### config.mk
export PLATFORM = sky130hd
export DESIGN_NAME = sprite_compositor
export DESIGN_NICKNAME = d
export VERILOG_FILES = /design/src/rtl/sprite_compositor.sv
export SDC_FILE = /design/constraint.sdc
export NUM_CORES = 2
export LEC_CHECK = 0
export CORE_AREA = 4 4 343 345
export DETAILED_ROUTE_END_ITERATION = 6
export DIE_AREA = 0 0 347 349
export PLACE_DENSITY = 0.69
export SLEW_MARGIN = 30
export SYNTH_ARGS = -nofsm -noshare
export SYNTH_HDL_FRONTEND = slang
export SYNTH_SLANG_ARGS = --single-unit
### constraint.sdc
create_clock -name i_clk -period 15.15 [get_ports i_clk]
set_input_delay 3.03 -clock i_clk [delete_from_list [all_inputs] [get_ports i_clk]]
set_output_delay 3.03 -clock i_clk [all_outputs]
set_load 0.005 [all_outputs]
### src/rtl/sprite_compositor.sv
// sprite_compositor: N-layer sprite overlay on a VGA pixel stream.
// Layer geometry is latched once per frame. All layers share one pipelined
// pixel-memory port, and the background is delayed by the same 3 cycles.
// A green-object detector with frame hysteresis can hide selected layers.
module sprite_compositor #(
  parameter int N_SPR      = 4,
  parameter int SPR_W      = 200,
  parameter int SPR_H      = 200,
  parameter int X_START    = 216,
  parameter int Y_START    = 27,
  parameter int RADIUS_SQ  = 7400,
  parameter int DET_X      = 300,
  parameter int DET_Y      = 100,
  parameter int DET_THRESH = 5000,
  parameter int DET_ON     = 3,
  parameter int DET_OFF    = 3
) (
  input  logic                i_clk,
  input  logic                i_rst_n,
  input  logic [9:0]          i_red,
  input  logic [9:0]          i_green,
  input  logic [9:0]          i_blue,
  input  logic [12:0]         i_h_count,
  input  logic [12:0]         i_v_count,
  input  logic [N_SPR-1:0]    i_spr_en,
  input  logic [N_SPR-1:0]    i_spr_round,
  input  logic [N_SPR-1:0]    i_spr_gate,
  input  logic [13*N_SPR-1:0] i_spr_x,
  input  logic [13*N_SPR-1:0] i_spr_y,
  input  logic [20*N_SPR-1:0] i_spr_base,
  output logic [19:0]         o_mem_addr,
  input  logic [31:0]         i_mem_data,
  output logic [9:0]          o_red,
  output logic [9:0]          o_green,
  output logic [9:0]          o_blue,
  output logic [3:0]          o_layer,
  output logic                o_detected,
  output logic [15:0]         o_det_count
);

  logic              refresh;
  logic [13:0]       h14;
  logic [13:0]       v14;
  logic [N_SPR-1:0]  sh_en;
  logic [N_SPR-1:0]  sh_round;
  logic [N_SPR-1:0]  sh_gate;
  logic [12:0]       sh_x    [N_SPR];
  logic [12:0]       sh_y    [N_SPR];
  logic [19:0]       sh_base [N_SPR];
  logic [N_SPR-1:0]  hit;
  logic [19:0]       layer_addr [N_SPR];
  logic              win_any;
  logic [3:0]        win_idx;
  logic [19:0]       win_addr;
  logic              s1_win;
  logic [3:0]        s1_idx;
  logic [29:0]       s1_bg;
  logic              s2_win;
  logic [3:0]        s2_idx;
  logic [29:0]       s2_bg;
  logic              in_det_win;
  logic              is_green;
  logic              hit_frame;
  logic [15:0]       green_count;
  logic [2:0]        on_cnt;
  logic [2:0]        off_cnt;
  logic [2:0]        on_next;
  logic [2:0]        off_next;
  logic [6:0]        unused_mem_bits;

  assign refresh         = (i_h_count == 13'd0) && (i_v_count == 13'd0);
  assign h14             = {1'b0, i_h_count};
  assign v14             = {1'b0, i_v_count};
  assign unused_mem_bits = i_mem_data[6:0];

  // Latch layer controls at refresh so geometry never changes mid-frame
  always_ff @(posedge i_clk or negedge i_rst_n) begin
    if (!i_rst_n) begin
      sh_en    <= '0;
      sh_round <= '0;
      sh_gate  <= '0;
      for (int k = 0; k < N_SPR; k++) begin
        sh_x[k]    <= '0;
        sh_y[k]    <= '0;
        sh_base[k] <= '0;
      end
    end else if (refresh) begin
      sh_en    <= i_spr_en;
      sh_round <= i_spr_round;
      sh_gate  <= i_spr_gate;
      for (int k = 0; k < N_SPR; k++) begin
        sh_x[k]    <= i_spr_x[13*k +: 13];
        sh_y[k]    <= i_spr_y[13*k +: 13];
        sh_base[k] <= i_spr_base[20*k +: 20];
      end
    end
  end

  // Per-layer hit test: rectangle, optional round mask, optional detect gate
  for (genvar k = 0; k < N_SPR; k++) begin : g_layer
    logic [13:0] left;
    logic [13:0] top;
    logic [13:0] cx;
    logic [13:0] cy;
    logic [7:0]  dx;
    logic [7:0]  dy;
    logic [16:0] dx_w;
    logic [16:0] dy_w;
    logic [16:0] sq;
    logic        in_rect;
    logic        mask_ok;
    logic        gate_ok;

    assign left    = 14'(X_START) + {1'b0, sh_x[k]};
    assign top     = 14'(Y_START) + {1'b0, sh_y[k]};
    assign cx      = left + 14'(SPR_W / 2);
    assign cy      = top + 14'(SPR_H / 2);
    assign in_rect = (h14 >= left) && (h14 < left + 14'(SPR_W)) &&
                     (v14 >= top) && (v14 < top + 14'(SPR_H));
    assign dx      = (h14 >= cx) ? 8'(h14 - cx) : 8'(cx - h14);
    assign dy      = (v14 >= cy) ? 8'(v14 - cy) : 8'(cy - v14);
    assign dx_w    = {9'd0, dx};
    assign dy_w    = {9'd0, dy};
    assign sq      = dx_w * dx_w + dy_w * dy_w;
    assign mask_ok = !sh_round[k] || (sq <= 17'(RADIUS_SQ));
    assign gate_ok = !sh_gate[k] || o_detected;
    assign hit[k]  = sh_en[k] && in_rect && mask_ok && gate_ok;
    assign layer_addr[k] = sh_base[k] + 20'(v14 - top) * 20'(SPR_W) + 20'(h14 - left);
  end

  // Lowest-index hit wins; transparency never falls through to lower layers
  always_comb begin
    win_any  = 1'b0;
    win_idx  = 4'hF;
    win_addr = '0;
    for (int k = N_SPR - 1; k >= 0; k--) begin
      if (hit[k]) begin
        win_any  = 1'b1;
        win_idx  = 4'(k);
        win_addr = layer_addr[k];
      end
    end
  end

  // Stage 1: issue the memory read; the address is held when nothing hits
  always_ff @(posedge i_clk or negedge i_rst_n) begin
    if (!i_rst_n) begin
      o_mem_addr <= '0;
      s1_win     <= 1'b0;
      s1_idx     <= 4'hF;
      s1_bg      <= '0;
    end else begin
      if (win_any)
        o_mem_addr <= win_addr;
      s1_win <= win_any;
      s1_idx <= win_idx;
      s1_bg  <= {i_red, i_green, i_blue};
    end
  end

  // Stage 2: carry winner and background while the memory read completes
  always_ff @(posedge i_clk or negedge i_rst_n) begin
    if (!i_rst_n) begin
      s2_win <= 1'b0;
      s2_idx <= 4'hF;
      s2_bg  <= '0;
    end else begin
      s2_win <= s1_win;
      s2_idx <= s1_idx;
      s2_bg  <= s1_bg;
    end
  end

  // Stage 3: choose the opaque sprite texel or the delayed background
  always_ff @(posedge i_clk or negedge i_rst_n) begin
    if (!i_rst_n) begin
      o_red   <= '0;
      o_green <= '0;
      o_blue  <= '0;
      o_layer <= 4'hF;
    end else begin
      if (s2_win && i_mem_data[7]) begin
        o_red   <= {i_mem_data[31:24], 2'b00};
        o_green <= {i_mem_data[23:16], 2'b00};
        o_blue  <= {i_mem_data[15:8], 2'b00};
      end else begin
        o_red   <= s2_bg[29:20];
        o_green <= s2_bg[19:10];
        o_blue  <= s2_bg[9:0];
      end
      o_layer <= s2_win ? s2_idx : 4'hF;
    end
  end

  assign in_det_win = (h14 >= 14'(X_START + DET_X)) && (h14 < 14'(X_START + DET_X + SPR_W)) &&
                      (v14 >= 14'(Y_START + DET_Y)) && (v14 < 14'(Y_START + DET_Y + SPR_H));
  assign is_green   = (i_green[9:2] >= 8'd80) && (i_red[9:2] < 8'd128) && (i_blue[9:2] < 8'd128);
  assign hit_frame  = green_count >= 16'(DET_THRESH);
  assign on_next    = hit_frame ? ((on_cnt == 3'd7) ? 3'd7 : on_cnt + 3'd1) : 3'd0;
  assign off_next   = hit_frame ? 3'd0 : ((off_cnt == 3'd7) ? 3'd7 : off_cnt + 3'd1);

  // Count green pixels in the detect window; publish and restart at refresh
  always_ff @(posedge i_clk or negedge i_rst_n) begin
    if (!i_rst_n) begin
      green_count <= '0;
      o_det_count <= '0;
    end else if (refresh) begin
      o_det_count <= green_count;
      green_count <= '0;
    end else if (in_det_win && is_green && (green_count != 16'hFFFF)) begin
      green_count <= green_count + 16'd1;
    end
  end

  // Frame hysteresis: set after DET_ON hit frames, clear after DET_OFF misses
  always_ff @(posedge i_clk or negedge i_rst_n) begin
    if (!i_rst_n) begin
      on_cnt     <= '0;
      off_cnt    <= '0;
      o_detected <= 1'b0;
    end else if (refresh) begin
      on_cnt  <= on_next;
      off_cnt <= off_next;
      if (on_next >= 3'(DET_ON))
        o_detected <= 1'b1;
      else if (off_next >= 3'(DET_OFF))
        o_detected <= 1'b0;
    end
  end

endmodule
### Word level (Yosys, flattened, before mapping)

Index checks and enable logic that the tools add are counted.

| word-level totals | value |
|---|---|
| logic and storage cells | 233 |
| flip-flop bits (word level) | 359 |
| memories kept | 0 |
| output and inout port bits | 71 |
| bits of input ports | 286 |
| latch bits | 0 |
| memory bits (writable) | 0 |
| bits in read-only memories | 0 |

| operators by class | value |
|---|---|
| equal/unequal tests | 3 |
| multiplexer cells | 32 |
| reduce and logical (&&, ||, !) cells | 54 |
| bitwise gates (word level) | 0 |
| multipliers | 12 |
| add/sub/neg operators | 63 |
| shift operators | 0 |
| order comparisons | 38 |
| div/mod/pow operators | 0 |

Operators by type and width:

| kind | count |
|---|---|
| $ge 13x14->1 | 16 |
| $add 20x20->20 | 8 |
| $mul 8x8->16 | 8 |
| $sub 8x8->8 | 16 |
| $sub 13x14->15 | 8 |
| $add 14x7->14 const B | 8 |
| $add 14x8->14 const B | 8 |
| $lt 13x14->1 | 8 |
| $mul 20x5->17 const B | 4 |
| $mux 20 | 4 |
| $add 16x16->17 | 4 |
| $le 17x13->1 const B | 4 |
| $mux 8 | 8 |
| $add 5x13->14 const A | 4 |
| $add 8x13->14 const A | 4 |
| $logic_and 1x1->1 | 33 |
| $mux 16 | 2 |
| $mux 10 | 3 |
| $logic_not 13->1 | 2 |
| $mux 4 | 5 |
| $add 16x1->16 const B | 1 |
| $ge 16x13->1 const B | 1 |
| $lt 8x8->1 const B | 2 |
| $ne 16x16->1 const B | 1 |
| other kinds (14) | 40 |

### Longest topological paths before layout

| logic depth | value |
|---|---|
| depth after elaboration | 14 |
| gate-level depth with buffers | 51 |
| depth with buffers taken out | 48 |

### Worst setup path before layout

OpenSTA, ideal clock, no wires.

| timing | value |
|---|---|
| path type | input port to flip-flop |
| from | input i_v_count[0] |
| to | register o_mem_addr[1] |
| data required time | 15.024 ns |
| data arrival time | 11.850 ns |
| setup slack | 3.174 ns |
| stages | 39 |
| buffers on the path | 3 |
| setup time | 0.126 ns |
| cell sequence | inv_1 > ha_1 > inv_1 > fa_1 > a21o_1 > a21o_1 > a21o_1 > a2111oi_0 > o21ai_0 > o2111ai_1 > a21oi_1 > buf_2 > a211oi_1 > a21oi_1 > xnor2_1 > nor2_1 > fa_1 > fa_1 > [... 3 more ...] > fa_1 > fa_1 > inv_1 > ha_1 > clkbuf_1 > nor3_1 > o21ai_1 > a31o_2 > o31ai_2 > o2111a_1 > o221a_2 > nand3_1 > a211o_1 > nand2_1 > clkinv_1 > and2_4 > buf_6 > a221o_1 |

| on the way | value |
|---|---|
| word-level cells in the longest chain between the ends | 12 |
| elaborated cells on any way between the ends | 68 |
| those cells by class | add/sub: 12; mul: 4; order compare: 16; mux: 12; reduce/logical: 24 |

Ends and longest elaborated chain:

| what | line | text |
|---|---|---|
| start: declaration | 24 | `input logic [12:0] i_v_count,` |
| $ge 13x14->1 / $sub 8x8->8 (equally long branches) | 121 | `assign dy = (v14 >= cy) ? 8'(v14 - cy) : 8'(cy - v14);` |
| $mux 8 | 121 |  |
| $mul 8x8->16 | 124 | `assign sq = dx_w * dx_w + dy_w * dy_w;` |
| $add 16x16->17 | 124 |  |
| $le 17x13->1 | 125 | `assign mask_ok = !sh_round[k] \|\| (sq <= 17'(RADIUS_SQ));` |
| $logic_or 1x1->1 | 125 |  |
| $logic_and 1x1->1 (2 in a row) | 127 | `assign hit[k] = sh_en[k] && in_rect && mask_ok && gate_ok;` |
| $mux 20 / $mux 1 (equally long branches) (4 in a row) | 137 | `if (hit[k]) begin` |
| end signal: assignment | 154 | `o_mem_addr <= win_addr;` |
| end: declaration | 31 | `output logic [19:0] o_mem_addr,` |

Several ways; a longest one is shown, not always the timed one.
A chain may end at the register's enable or synchronous reset.

### Worst setup path in the final report

Ends and elaborated chain as after synthesis.

==> key figures <==
Synth
  – Area share of xor/xnor cells in the synthesized design: under 10%
  – Mux contribution to synthesized area: 4.07%
  – Summed instance area of the synthesized netlist: ~54,000 sq um
  – Largest family of logic cells by synthesized area: adder cells
  – Arithmetic-cell share of the synthesized area counting full adders, half adders and majority gates: 35.0%
  – Simple-gate area share of the yosys netlist: 12.5%
  – Post-synthesis instance total: 6,032
  – Sequential area share after synthesis: roughly 17%
  – Synth Net Count: 7,553
  – Count of different cell masters after synthesis: around 120
  – Post-synthesis area per instance: between 8 and 9 sq um
  – Number of flops mapped to enable cells by yosys: 0
  – Number of synthesis warnings: 0
  – Compound-cell area share of the yosys netlist: roughly 15%
  – Fraction of synthesis flops using an asynchronous set or reset pin: 100%
  – Dominant synthesized flop cell: sky130_fd_sc_hd__dfrtp_1
  – Flip-flop and latch count after synthesis: between 300 and 400

GRT
  – Wire length of the first global-routing pass: about 250 mm
  – Number of antenna violations at the first check in global routing: 12
  – Largest net degree at the start of global routing: about 180
  – Number of global-route vias before repair: approximately 44k
  – Leftover overflow at the end of global routing: 0
  – Total GRT Usage: roughly a quarter

Hold path
  – Class of the tightest hold or removal check: reg -> reg

Worst setup path
  – Critical Path Slowest Stage Cell: sky130_fd_sc_hd__a2111o_1
  – CP max stage delay: approximately 730 ps
  – Endpoint required time on the critical path: ~16,000 ps
  – Worst Path Arrival: 14,320 ps
  – Critical path peak fanout: 21
  – Endpoint type of the worst setup path: flip-flop
  – Critical path start-end classification: in -> reg
  – Cell repeated most along the worst path: sky130_fd_sc_hd__fa_1
  – Type of element launching the critical path: input port

Layout
  – Fraction of layout instances using a drive strength above 1: between 6 and 7%
  – Area growth, synth to finish: 13.5%
  – Cell area after layout: slightly above 60,000 sq um
  – Total area of multi-input combinational cells: 40,400 sq um
  – Combined flip-flop and latch cell area: 8920 sq um
  – Total Nets Final: between 7k and 8k
  – Layout fillers: roughly 11k
  – Number of standard cells in the final layout excluding fillers: between 7k and 8k

Place
  – Last weighted congestion value of the routability-driven placer: 0.978
  – Final HPWL DP: about 130 mm
  – Cells after DPL: around 8k
  – Placed instance area: a little under 60,000 sq um
  – Number of buffers added on ports: approximately 350

Route
  – Avg WL per Cell: around 20 um
  – DRT Wirelength: 159 mm
  – Post-route DRC violation count: 0
  – Antenna-violating nets left: 0
  – Vias post-DR: between 40k and 50k
  – First DRT Iteration DRCs: between 3k and 4k
  – DRT Pass-1 Iters: 7
  – Routed vias/inst: about 5.5

Clocking
  – Clock slew seen by the registers of the worst setup and hold paths: around 60 ps
  – Cts-stage hold buffer count: 0
  – Buffers from clock root to sink, at most: 3
  – Number of setup buffers added after CTS: 0
  – Maximum level of the CTS H-tree: 2
  – TritonCTS buffer count: between 40 and 50
  – Clock latency on the worst-skew pair: 630 ps
  – Cell at the root of the clock tree: sky130_fd_sc_hd__clkbuf_16
  – Sinks on Clock Net: 356
  – Cells resized by post-CTS repair: 0
  – CTS tree: done

Timing
  – Final slew viol count: 0
  – Number of setup violations in the final report: 0
  – Headroom to the max-slew limit: between 30 and 40%
  – Highest Clock Rate: approximately 72 MHz
  – Period utilization: roughly nine tenths
  – Period minus WS final: around 14,000 ps
  – Worst Max-Slew Pin Slew: roughly 1000 ps
  – RSZ-0062 raised after global routing: false
  – Total count of hold-check failures in the final report: 0
  – Worst Clk Skew: between 50 and 60 ps
  – TNS Setup: 0 ps

Run
  – MaxCap Viol Count: 0

Floorplanning
  – Starting utilization of the core area: roughly 47%
  – Die Y-Extent: 349 um
  – Die extent in x: roughly 350 um
  – Die area: between 100,000 and 150,000 sq um
  – Floorplan Core Area: between 100,000 and 150,000 sq um
  – Row cnt: about 120
  – Io pins: around 360

Outcome
  – Status: finished clean
metal layers:
layer	vias to the layer above	global-route usage, %	share of wire [%]
li1	21041	-	-
met1	21557	36.3	44
met4	4	9.23	4.1
met3	251	4.44	7.7
met2	1317	40.8	44
met5	-	0	0.015
per-stage QoR:
stage	hold WS [ps]	util [%]	worst slack, ps
2_1_floorplan	331	-	3170
4_1_cts	326	53.2	1400
6_report	334	53.2	1290
3_5_place_dp	335	51.8	859
5_1_grt	341	53.2	652
3_3_place_gp	331	51.8	905
flip-flops by register name (all words and copies together), names as in the netlist:
register and count:
s2_bg 30, off_cnt 3, s2_idx 3, o_layer 3, sh_x 52, sh_round 4, o_blue 10, sh_y 52
o_det_count 16, o_red 10, s1_idx 3, on_cnt 3, sh_en 4, s1_win 1, s2_win 1, sh_base 80
o_mem_addr 20, green_count 16, o_detected 1, sh_gate 4, o_green 10, s1_bg 30
Yosys cell counts, types with 76 or more instances:
cell,instances,area [sq um]
sky130_fd_sc_hd__a21o_1,113,848
sky130_fd_sc_hd__a21oi_1,292,1460
sky130_fd_sc_hd__clkbuf_1,76,285
sky130_fd_sc_hd__dfrtp_1,347,8680
sky130_fd_sc_hd__fa_1,434,8690
sky130_fd_sc_hd__ha_1,801,10000
sky130_fd_sc_hd__inv_1,981,3680
sky130_fd_sc_hd__mux2_2,149,1680
sky130_fd_sc_hd__nand2_1,349,1310
sky130_fd_sc_hd__nand2b_1,100,626
sky130_fd_sc_hd__nand3_1,103,515
sky130_fd_sc_hd__nor2_1,432,1620
sky130_fd_sc_hd__nor3_1,101,505
sky130_fd_sc_hd__o21ai_0,297,1490
sky130_fd_sc_hd__xnor2_1,317,2780
sky130_fd_sc_hd__xor2_1,182,1590
worst max-delay path: cells and delay by family:
family,cells,cell delay [ps]
adders and majority gates,9,4210
AOI/OAI and AO/OA,14,3880
buffers and inverters,9,2030
xor gates and xnor gates,2,670
and+or+nand+nor,2,330
muxes,1,170
final cells by class:
cell class,instances,area share [%]
Inverter,988,6.11
Clock buffer,65,2.18
Sequential cell,356,14.7
Tap cell,1512,3.11
Multi-Input combinational cell,4578,66.5
Antenna cell,6,0.0247
Timing Repair Buffer,446,7.04
Clock inverter,16,0.319
layout by cell type, fill, tap and decap left out, types with 51 or more instances in the layout:
master / Yosys / final
sky130_fd_sc_hd__a21o_1: 113 / 113
sky130_fd_sc_hd__mux2_2: 149 / 149
sky130_fd_sc_hd__o21bai_1: 51 / 51
sky130_fd_sc_hd__o21a_1: 69 / 69
sky130_fd_sc_hd__o21ai_0: 297 / 297
sky130_fd_sc_hd__inv_1: 981 / 981
sky130_fd_sc_hd__nand2_1: 349 / 349
sky130_fd_sc_hd__ha_1: 801 / 801
sky130_fd_sc_hd__fa_1: 434 / 434
sky130_fd_sc_hd__a21oi_1: 292 / 291
sky130_fd_sc_hd__xor2_1: 182 / 182
sky130_fd_sc_hd__nor2_1: 432 / 432
sky130_fd_sc_hd__clkdlybuf4s50_1: 0 / 348
sky130_fd_sc_hd__dfrtp_1: 347 / 347
sky130_fd_sc_hd__nor2b_1: 60 / 60
sky130_fd_sc_hd__xnor2_1: 317 / 316
sky130_fd_sc_hd__nand3_1: 103 / 103
sky130_fd_sc_hd__nor3_1: 101 / 100
sky130_fd_sc_hd__nand2b_1: 100 / 100
sky130_fd_sc_hd__buf_4: 6 / 92
logic make-up (layout without fill, tap and decap cells):
logic type	count (synthesis)	after routing
AOI/OAI and AO/OA	1221	1221
xor gates and xnor gates	521	521
adders and majority gates	1236	1236
buffers and inverters	1098	1515
DFF	356	356
muxes	198	198
other	0	6
and+or+nand+nor	1402	1402
path summary, 6_finish.rpt:
| kind | startpoint | end | slack (ps) | depth (start not counted) |
|---|---|---|---|---|
| hold reg to reg | s1_bg[4] | s2_bg[4] | 330 | 0 |
| max in group asynchronous | i_rst_n | sh_base[11] | 10760 | 3 |
| setup / recovery | i_v_count[0] | o_mem_addr[1] | 1290 | 37 |
| setup reg to reg | sh_y[0] | o_mem_addr[5] | 3000 | 41 |
| min in group asynchronous | i_rst_n | o_det_count[3] | 2450 | 1 |
| hold / removal | s1_bg[4] | s2_bg[4] | 330 | 0 |
Power is left out: the tool's default activity adds up to more than one toggle a clock period on the data nets, which glitch-free logic cannot reach.
